==> src/rtl/fetch_jump_sequencer.sv <==
// Fetch sequencer: owns the PC, issues one imem request at a time and resolves JAL
// locally. Define FETCH_MISALIGN_TRAP_EN to trap misaligned targets instead of masking them.
module fetch_jump_sequencer #(
  parameter logic [31:0] RESET_PC = 32'h0000_0000
) (
  input  logic        clk,
  input  logic        rst_n,
  input  logic        stall,
  output logic        imem_req_valid,
  output logic [31:0] imem_req_addr,
  input  logic        imem_req_ready,
  input  logic        imem_rsp_valid,
  input  logic [31:0] imem_rsp_data,
  output logic        instr_valid,
  output logic [31:0] instr,
  output logic [31:0] instr_pc,
  input  logic        instr_ready,
  input  logic        redirect_valid,
  input  logic [31:0] redirect_pc,
  output logic        link_valid,
  output logic [4:0]  link_rd,
  output logic [31:0] link_data,
  output logic        misalign_err
);

  typedef enum logic [2:0] {IDLE, REQ, WAIT, HOLD, HALT} state_e;

  state_e      state_q, state_d;
  logic [31:0] pc_q, pc_d;
  logic        kill_q, kill_d;
  logic [31:0] req_addr_q, req_addr_d;
  logic [31:0] instr_q, instr_d;
  logic [31:0] instr_pc_q, instr_pc_d;
  logic        link_valid_q, link_valid_d;
  logic [4:0]  link_rd_q, link_rd_d;
  logic [31:0] link_data_q, link_data_d;

  logic        is_jal;
  logic [31:0] jal_imm;
  logic [31:0] jal_target;
  logic [31:0] seq_pc;
  logic        pc_upd;
  logic [31:0] new_pc;

  assign is_jal     = (instr_q[6:0] == 7'b1101111);
  assign jal_imm    = {{12{instr_q[31]}}, instr_q[19:12], instr_q[20], instr_q[30:21], 1'b0};
  assign jal_target = instr_pc_q + jal_imm;
  assign seq_pc     = instr_pc_q + 32'd4;

`ifdef FETCH_MISALIGN_TRAP_EN
  logic misalign_q, misalign_d;
`endif

  always_comb begin
    // NOTE: every next-state value gets a default before any branch so no latch is inferred.
    state_d      = state_q;
    pc_d         = pc_q;
    kill_d       = kill_q;
    req_addr_d   = req_addr_q;
    instr_d      = instr_q;
    instr_pc_d   = instr_pc_q;
    link_valid_d = 1'b0;
    link_rd_d    = link_rd_q;
    link_data_d  = link_data_q;
    pc_upd       = 1'b0;
    new_pc       = pc_q;

    case (state_q)
      IDLE: begin
        if (!stall) begin
          state_d    = REQ;
          req_addr_d = pc_q;
        end
      end
      REQ: begin
        if (imem_req_ready) state_d = WAIT;
      end
      WAIT: begin
        if (imem_rsp_valid) begin
          if (kill_q) begin
            kill_d  = 1'b0;
            state_d = IDLE;
          end else begin
            instr_d    = imem_rsp_data;
            instr_pc_d = req_addr_q;
            state_d    = HOLD;
          end
        end
      end
      HOLD: begin
        if (instr_ready) begin
          state_d = IDLE;
          pc_upd  = 1'b1;
          if (is_jal) begin
            new_pc       = jal_target;
            link_valid_d = (instr_q[11:7] != 5'd0);
            link_rd_d    = instr_q[11:7];
            link_data_d  = seq_pc;
          end else begin
            new_pc = seq_pc;
          end
        end
      end
      HALT: ;
      default: state_d = IDLE;
    endcase

    // Redirect beats any JAL or sequential update; an in-flight request must still
    // finish its handshake, so its response is marked for dropping instead.
    if (redirect_valid) begin
      pc_upd       = 1'b1;
      new_pc       = redirect_pc;
      link_valid_d = 1'b0;
      link_rd_d    = link_rd_q;
      link_data_d  = link_data_q;
      instr_d      = instr_q;
      instr_pc_d   = instr_pc_q;
      case (state_q)
        REQ:  kill_d = 1'b1;
        WAIT: begin
          if (imem_rsp_valid) begin
            kill_d  = 1'b0;
            state_d = IDLE;
          end else begin
            kill_d = 1'b1;
          end
        end
        default: state_d = IDLE;
      endcase
    end

`ifdef FETCH_MISALIGN_TRAP_EN
    misalign_d = 1'b0;
    if (pc_upd) begin
      pc_d = new_pc;
      if (new_pc[1:0] != 2'b00) begin
        misalign_d   = 1'b1;
        link_valid_d = 1'b0;
      end
    end
    // A misaligned PC is never fetched; park until execute redirects us.
    if (state_d == IDLE && pc_d[1:0] != 2'b00) state_d = HALT;
`else
    if (pc_upd) pc_d = new_pc & ~32'h3;
`endif
  end

  // NOTE: sequential state uses non-blocking assignments only; reset is asynchronous.
  always_ff @(posedge clk or negedge rst_n) begin
    if (!rst_n) begin
      state_q      <= IDLE;
      pc_q         <= RESET_PC;
      kill_q       <= 1'b0;
      req_addr_q   <= 32'd0;
      instr_q      <= 32'd0;
      instr_pc_q   <= 32'd0;
      link_valid_q <= 1'b0;
      link_rd_q    <= 5'd0;
      link_data_q  <= 32'd0;
    end else begin
      state_q      <= state_d;
      pc_q         <= pc_d;
      kill_q       <= kill_d;
      req_addr_q   <= req_addr_d;
      instr_q      <= instr_d;
      instr_pc_q   <= instr_pc_d;
      link_valid_q <= link_valid_d;
      link_rd_q    <= link_rd_d;
      link_data_q  <= link_data_d;
    end
  end

`ifdef FETCH_MISALIGN_TRAP_EN
  always_ff @(posedge clk or negedge rst_n) begin
    if (!rst_n) misalign_q <= 1'b0;
    else        misalign_q <= misalign_d;
  end
  assign misalign_err = misalign_q;
`else
  assign misalign_err = 1'b0;
`endif

  assign imem_req_valid = (state_q == REQ);
  assign imem_req_addr  = req_addr_q;
  assign instr_valid    = (state_q == HOLD);
  assign instr          = instr_q;
  assign instr_pc       = instr_pc_q;
  assign link_valid     = link_valid_q;
  assign link_rd        = link_rd_q;
  assign link_data      = link_data_q;

endmodule

==> config.mk <==
export PLATFORM = sky130hd
export DESIGN_NAME = fetch_jump_sequencer
export DESIGN_NICKNAME = d
export VERILOG_FILES = /design/src/rtl/fetch_jump_sequencer.sv
export SDC_FILE = /design/constraint.sdc
export NUM_CORES = 1
export LEC_CHECK = 0
export ABC_CLOCK_PERIOD_IN_PS = 3100
export CAP_MARGIN = 20
export CORE_ASPECT_RATIO = 1.25
export CORE_MARGIN = 3
export CORE_UTILIZATION = 45
export CTS_BUF_LIST = sky130_fd_sc_hd__clkbuf_8
export DETAILED_ROUTE_END_ITERATION = 8
export GPL_TIMING_DRIVEN = 1
export PLACE_DENSITY_LB_ADDON = 0.15
export REMOVE_ABC_BUFFERS = 1
export SLEW_MARGIN = 10
export SYNTH_ARGS = -nofsm -noshare
export SYNTH_HDL_FRONTEND = slang
export SYNTH_SLANG_ARGS = --single-unit
==> constraint.sdc <==
create_clock -name clk -period 3.1 [get_ports clk]
set_clock_uncertainty 0.15 [all_clocks]
set_input_delay 0.775 -clock clk [delete_from_list [all_inputs] [get_ports clk]]
set_output_delay 0.775 -clock clk [all_outputs]
set_load 0.005 [all_outputs]
==> impl_results.rst <==
.. list-table::
   :header-rows: 1

   * - Metric
     - Value
   * - Arrival time of data at the critical path endpoint
     - 3.15 ns
   * - Maximum level of the CTS H-tree
     - 4
   * - Number of distinct standard cells referenced by the synthesized netlist
     - 74
   * - Final setup slack of the worst path
     - 0.173 ns
   * - Top-Level Pins
     - 208
   * - Setup Slack @ Placement
     - 0.142 ns
   * - Hold-fix buffers, CTS
     - 0
   * - Number of global-route vias before repair
     - 7,376
   * - Pint
     - 5.03 mW
   * - Synthesized area per cell
     - 10.1 sq um
   * - Number of nets with antenna violations after detailed routing
     - 0
   * - Setup repair after global routing missed its margin
     - no
   * - Total CTS buffers
     - 17
   * - Final setup violating endpoints
     - 0
   * - Quantity of I/O buffers inserted on ports
     - 198
   * - Horizontal die dimension
     - 131 um
   * - Kind of start point of the critical path
     - register
   * - Power dissipated by switching net loads
     - 2.72 mW
   * - Mapped Cells
     - 878
   * - Site Rows
     - 56
   * - First-pass GRT wire length
     - 40,100 um
   * - Wire length per cell after detailed routing
     - 18.4 um
   * - Count of endpoints failing hold in the final timing report
     - 0
   * - Crit Reg-Reg Endpoint
     - pc_q[24]$_DFFE_PN0P_
   * - Share of cells above drive strength 1
     - 0.163
   * - Slew Limit Fails
     - 0
   * - Half-perimeter wire length after placement
     - 18,400 um
   * - Relative max-transition margin
     - 0.657
   * - Drt initial violations
     - 411
   * - Power density relative to cell area
     - 666 nW/um^2
   * - Final worst-path cycle share
     - 0.944
   * - Max-cap violations
     - 0
   * - Critical path type
     - register to register
   * - Transition time at the pin with the least slew margin
     - 0.514 ns
   * - Post-detailed-route DRC marker count
     - 0
   * - Clock tree from TritonCTS
     - yes
   * - Netlist area before placement
     - 8840 sq um
   * - Syn-to-layout area delta
     - 31.7%
   * - Number of cells upsized or downsized after cts
     - 0
   * - Overall routed net length
     - 24,900 um
   * - Max Root-Sink Buffers
     - 2
   * - Clk slew on worst S/H paths
     - 0.09 ns
   * - Minimum clock period after layout
     - 2.93 ns
   * - Top FF cell, synth
     - sky130_fd_sc_hd__dfrtp_1
   * - Clock latency on the worst-skew pair
     - 0.46 ns
   * - Startpoint of the lowest-slack register-to-register path
     - instr[22]$_DFFE_PN0P_
   * - Portion of total power attributed to the clock network
     - 0.188
   * - Worst-case register-to-register setup slack
     - 0.17 ns
   * - Via count
     - 7,268
   * - Number of synthesis warnings
     - 0
   * - Run status
     - finished clean
   * - Pin count of the biggest net entering global routing
     - 66
   * - Antenna violations before repair
     - 1
   * - FFs w/ async S/R, synth
     - 1.00
   * - Seq/Total Area, Yosys
     - 0.459
   * - Worst Path Required
     - 3.32 ns
   * - Part of the power in registers
     - 0.405
   * - Placeable core area
     - 19,100 sq um
   * - Final core utilization
     - 0.611
   * - Total Die Area
     - 21,400 sq um
   * - Part of the total power dissipated in combinational logic
     - 0.407
   * - Number of optimization iterations in the first detailed-route pass
     - 4
   * - Clk Tree Root Cell
     - sky130_fd_sc_hd__clkbuf_8
   * - Total GRT Usage
     - 0.237
   * - Hold Path Class
     - primary input to asynchronous set/reset pin
   * - Fraction of power spent switching nets
     - 0.351
   * - Top cells by area in the synthesized netlist
     - sky130_fd_sc_hd__dfrtp_1 (46%), sky130_fd_sc_hd__mux2_2 (12%), sky130_fd_sc_hd__nand2_1 (6.4%)
   * - Vias per std cell
     - 5.36
   * - Clock sink count
     - 162
   * - Critical path endpoint category
     - register
   * - Depth of the most critical reg-to-reg path
     - 11
   * - Top cell type's share of synthesized area
     - 0.459
   * - Worst-path maximum fanout
     - 3
   * - Height of the die
     - 163 um
   * - Cell taking the most area after synthesis
     - sky130_fd_sc_hd__dfrtp_1
   * - Achievable Freq
     - 342 MHz
   * - Leak Pwr
     - 5.25 nW
   * - Count of inserted antenna diode cells
     - 0
   * - Final nets
     - 1,183
   * - Congestion Overflow GR
     - 0
   * - Total of flip-flops plus latches after synthesis
     - 162
   * - Initial standard-cell utilization of the core
     - 0.464
   * - RePlAce Congestion
     - 0.912
   * - Maximum vdd ir drop
     - 0.363 mV
   * - Count of flip-flops with a built-in enable after synthesis
     - 0
-- critical path, cell delays in order (launching register included) --
cell	delay, ns
sky130_fd_sc_hd__dfrtp_1	0.39
sky130_fd_sc_hd__ha_1	0.18
sky130_fd_sc_hd__inv_1	0.06
sky130_fd_sc_hd__fa_1	0.41
sky130_fd_sc_hd__and2b_1	0.28
sky130_fd_sc_hd__o211ai_4	0.10
sky130_fd_sc_hd__a211o_2	0.39
sky130_fd_sc_hd__a2111oi_4	0.34
sky130_fd_sc_hd__buf_4	0.20
sky130_fd_sc_hd__a21oi_1	0.09
sky130_fd_sc_hd__xnor2_1	0.12
sky130_fd_sc_hd__o21ai_0	0.14
-- worst max-delay path by stage --
stage                     depth (start not counted)                             to             startpoint  slack (ns)
after floorplan                                   2  imem_req_addr[10]$_DFFE_PN0P_                  stall       -1.28
after global placement                           10           pc_q[24]$_DFFE_PN0P_  instr[22]$_DFFE_PN0P_        0.15
after detailed placement                         10           pc_q[24]$_DFFE_PN0P_  instr[22]$_DFFE_PN0P_        0.14
after CTS                                        10           pc_q[24]$_DFFE_PN0P_  instr[22]$_DFFE_PN0P_        0.11
after global routing                             11           pc_q[24]$_DFFE_PN0P_  instr[22]$_DFFE_PN0P_        0.03
final                                            11           pc_q[24]$_DFFE_PN0P_  instr[22]$_DFFE_PN0P_        0.17
-- Yosys cell counts (9+ instances only) --
cell type                  number
sky130_fd_sc_hd__a21oi_1       57
sky130_fd_sc_hd__o21ai_0       41
sky130_fd_sc_hd__inv_1         13
sky130_fd_sc_hd__xor2_1        22
sky130_fd_sc_hd__nand2_1      150
sky130_fd_sc_hd__nand4_1       11
sky130_fd_sc_hd__clkbuf_1      35
sky130_fd_sc_hd__a21o_1        11
sky130_fd_sc_hd__xnor2_1       31
sky130_fd_sc_hd__mux2_2        94
sky130_fd_sc_hd__nand3_1       19
sky130_fd_sc_hd__a221oi_1      15
sky130_fd_sc_hd__ha_1          30
sky130_fd_sc_hd__and3_1         9
sky130_fd_sc_hd__dfrtp_1      162
sky130_fd_sc_hd__nor2_1        66
-- registers in the layout (all words and copies together), names as in the netlist --
register / flops
kill_q: 1
link_data: 30
state_q: 3
instr: 32
link_valid: 1
link_rd: 5
pc_q: 30
imem_req_addr: 30
instr_pc: 30
-- kinds of logic after synthesis --
family                     after synthesis  share of synthesized area
AOI/OAI and AO/OA                      171                      0.131
xor gates and xnor gates                53                     0.0525
adders and majority gates               31                     0.0447
buffers and inverters                   64                     0.0321
DFF                                    162                      0.459
muxes                                  100                      0.127
other                                    1                   0.000424
and+or+nand+nor                        296                      0.154
-- cell type report --
type                    count  area [sq um]
clock buffers              21           289
clock inverters            11          78.8
fillers                  1680          7410
inverters                  13          48.8
multi-input cells         658          4550
flip-flops and latches    162          4050
well taps                 261           327
repair buffers            229          2300
-- per-layer routing --
metal | GRT usage | vias up | share of wire
li1 | - | 3504 | -
met2 | 0.408 | 203 | 0.50
met1 | 0.292 | 3514 | 0.42
met5 | 0 | - | 0.00052
met3 | 0.0587 | 45 | 0.055
met4 | 0.0840 | 2 | 0.026
-- cell usage in the layout, fill, tap and decap left out, types with 3 or more instances in the layout --
cell type                         netlist  layout
sky130_fd_sc_hd__a211oi_1               3       3
sky130_fd_sc_hd__xnor2_1               31      31
sky130_fd_sc_hd__conb_1                 1       7
sky130_fd_sc_hd__dfrtp_1              162     162
sky130_fd_sc_hd__buf_4                  7      24
sky130_fd_sc_hd__inv_6                  0       3
sky130_fd_sc_hd__or4_1                  3       3
sky130_fd_sc_hd__o21a_1                 4       4
sky130_fd_sc_hd__nand2_1              150     148
sky130_fd_sc_hd__a31oi_1                3       3
sky130_fd_sc_hd__a21oi_1               57      57
sky130_fd_sc_hd__xor2_1                22      22
sky130_fd_sc_hd__and3_1                 9       9
sky130_fd_sc_hd__nor3_1                 3       3
sky130_fd_sc_hd__ha_1                  30      30
sky130_fd_sc_hd__and4_1                 5       5
sky130_fd_sc_hd__o211ai_1               3       3
sky130_fd_sc_hd__o221ai_1               7       7
sky130_fd_sc_hd__o21bai_1               3       3
sky130_fd_sc_hd__clkinvlp_4             0       3
sky130_fd_sc_hd__o21ai_0               41      41
sky130_fd_sc_hd__nand4_1               11      11
sky130_fd_sc_hd__nor2_1                66      66
sky130_fd_sc_hd__mux2_2                94      94
sky130_fd_sc_hd__a21o_1                11      11
sky130_fd_sc_hd__clkbuf_8               1      21
sky130_fd_sc_hd__nand3_1               19      19
sky130_fd_sc_hd__buf_12                 0       7
sky130_fd_sc_hd__inv_1                 13      15
sky130_fd_sc_hd__clkdlybuf4s50_1        0     196
sky130_fd_sc_hd__mux2i_1                6       6
sky130_fd_sc_hd__a221oi_1              15      15
sky130_fd_sc_hd__and2_1                 3       3
-- power groups by stage --
stage                     Sequential, mW  Combinational [mW]  Clock (mW)
after floorplan                     3.11                1.58           0
after global placement              3.17                3.14           0
after detailed placement            3.19                3.17           0
after CTS                           3.15                3.19        1.51
after global routing                3.23                3.43        1.61
final                               3.14                3.16        1.46
-- metrics by stage --
stage / TNS [ns] / total power, mW / area [sq um] / cells / hold slack, ns
after floorplan: -77.46 / 4.69 / 8630 / 833 / 0.320
after global placement: 0 / 6.32 / 11300 / 1322 / 0.308
after detailed placement: 0 / 6.36 / 11300 / 1322 / 0.312
after CTS: 0 / 7.85 / 11600 / 1354 / 0.0902
after global routing: 0 / 8.28 / 11600 / 1355 / 0.0879
final: 0 / 7.76 / 11600 / 1355 / 0.0896
-- timing repair --
action | 4_1_cts | 5_1_grt
endpoints found under the setup margin | 0 | 1
setup buffers | 0 | 1
hold endpoints to repair | 0 | 0
Note: power is estimated with default switching activity, not from simulation.
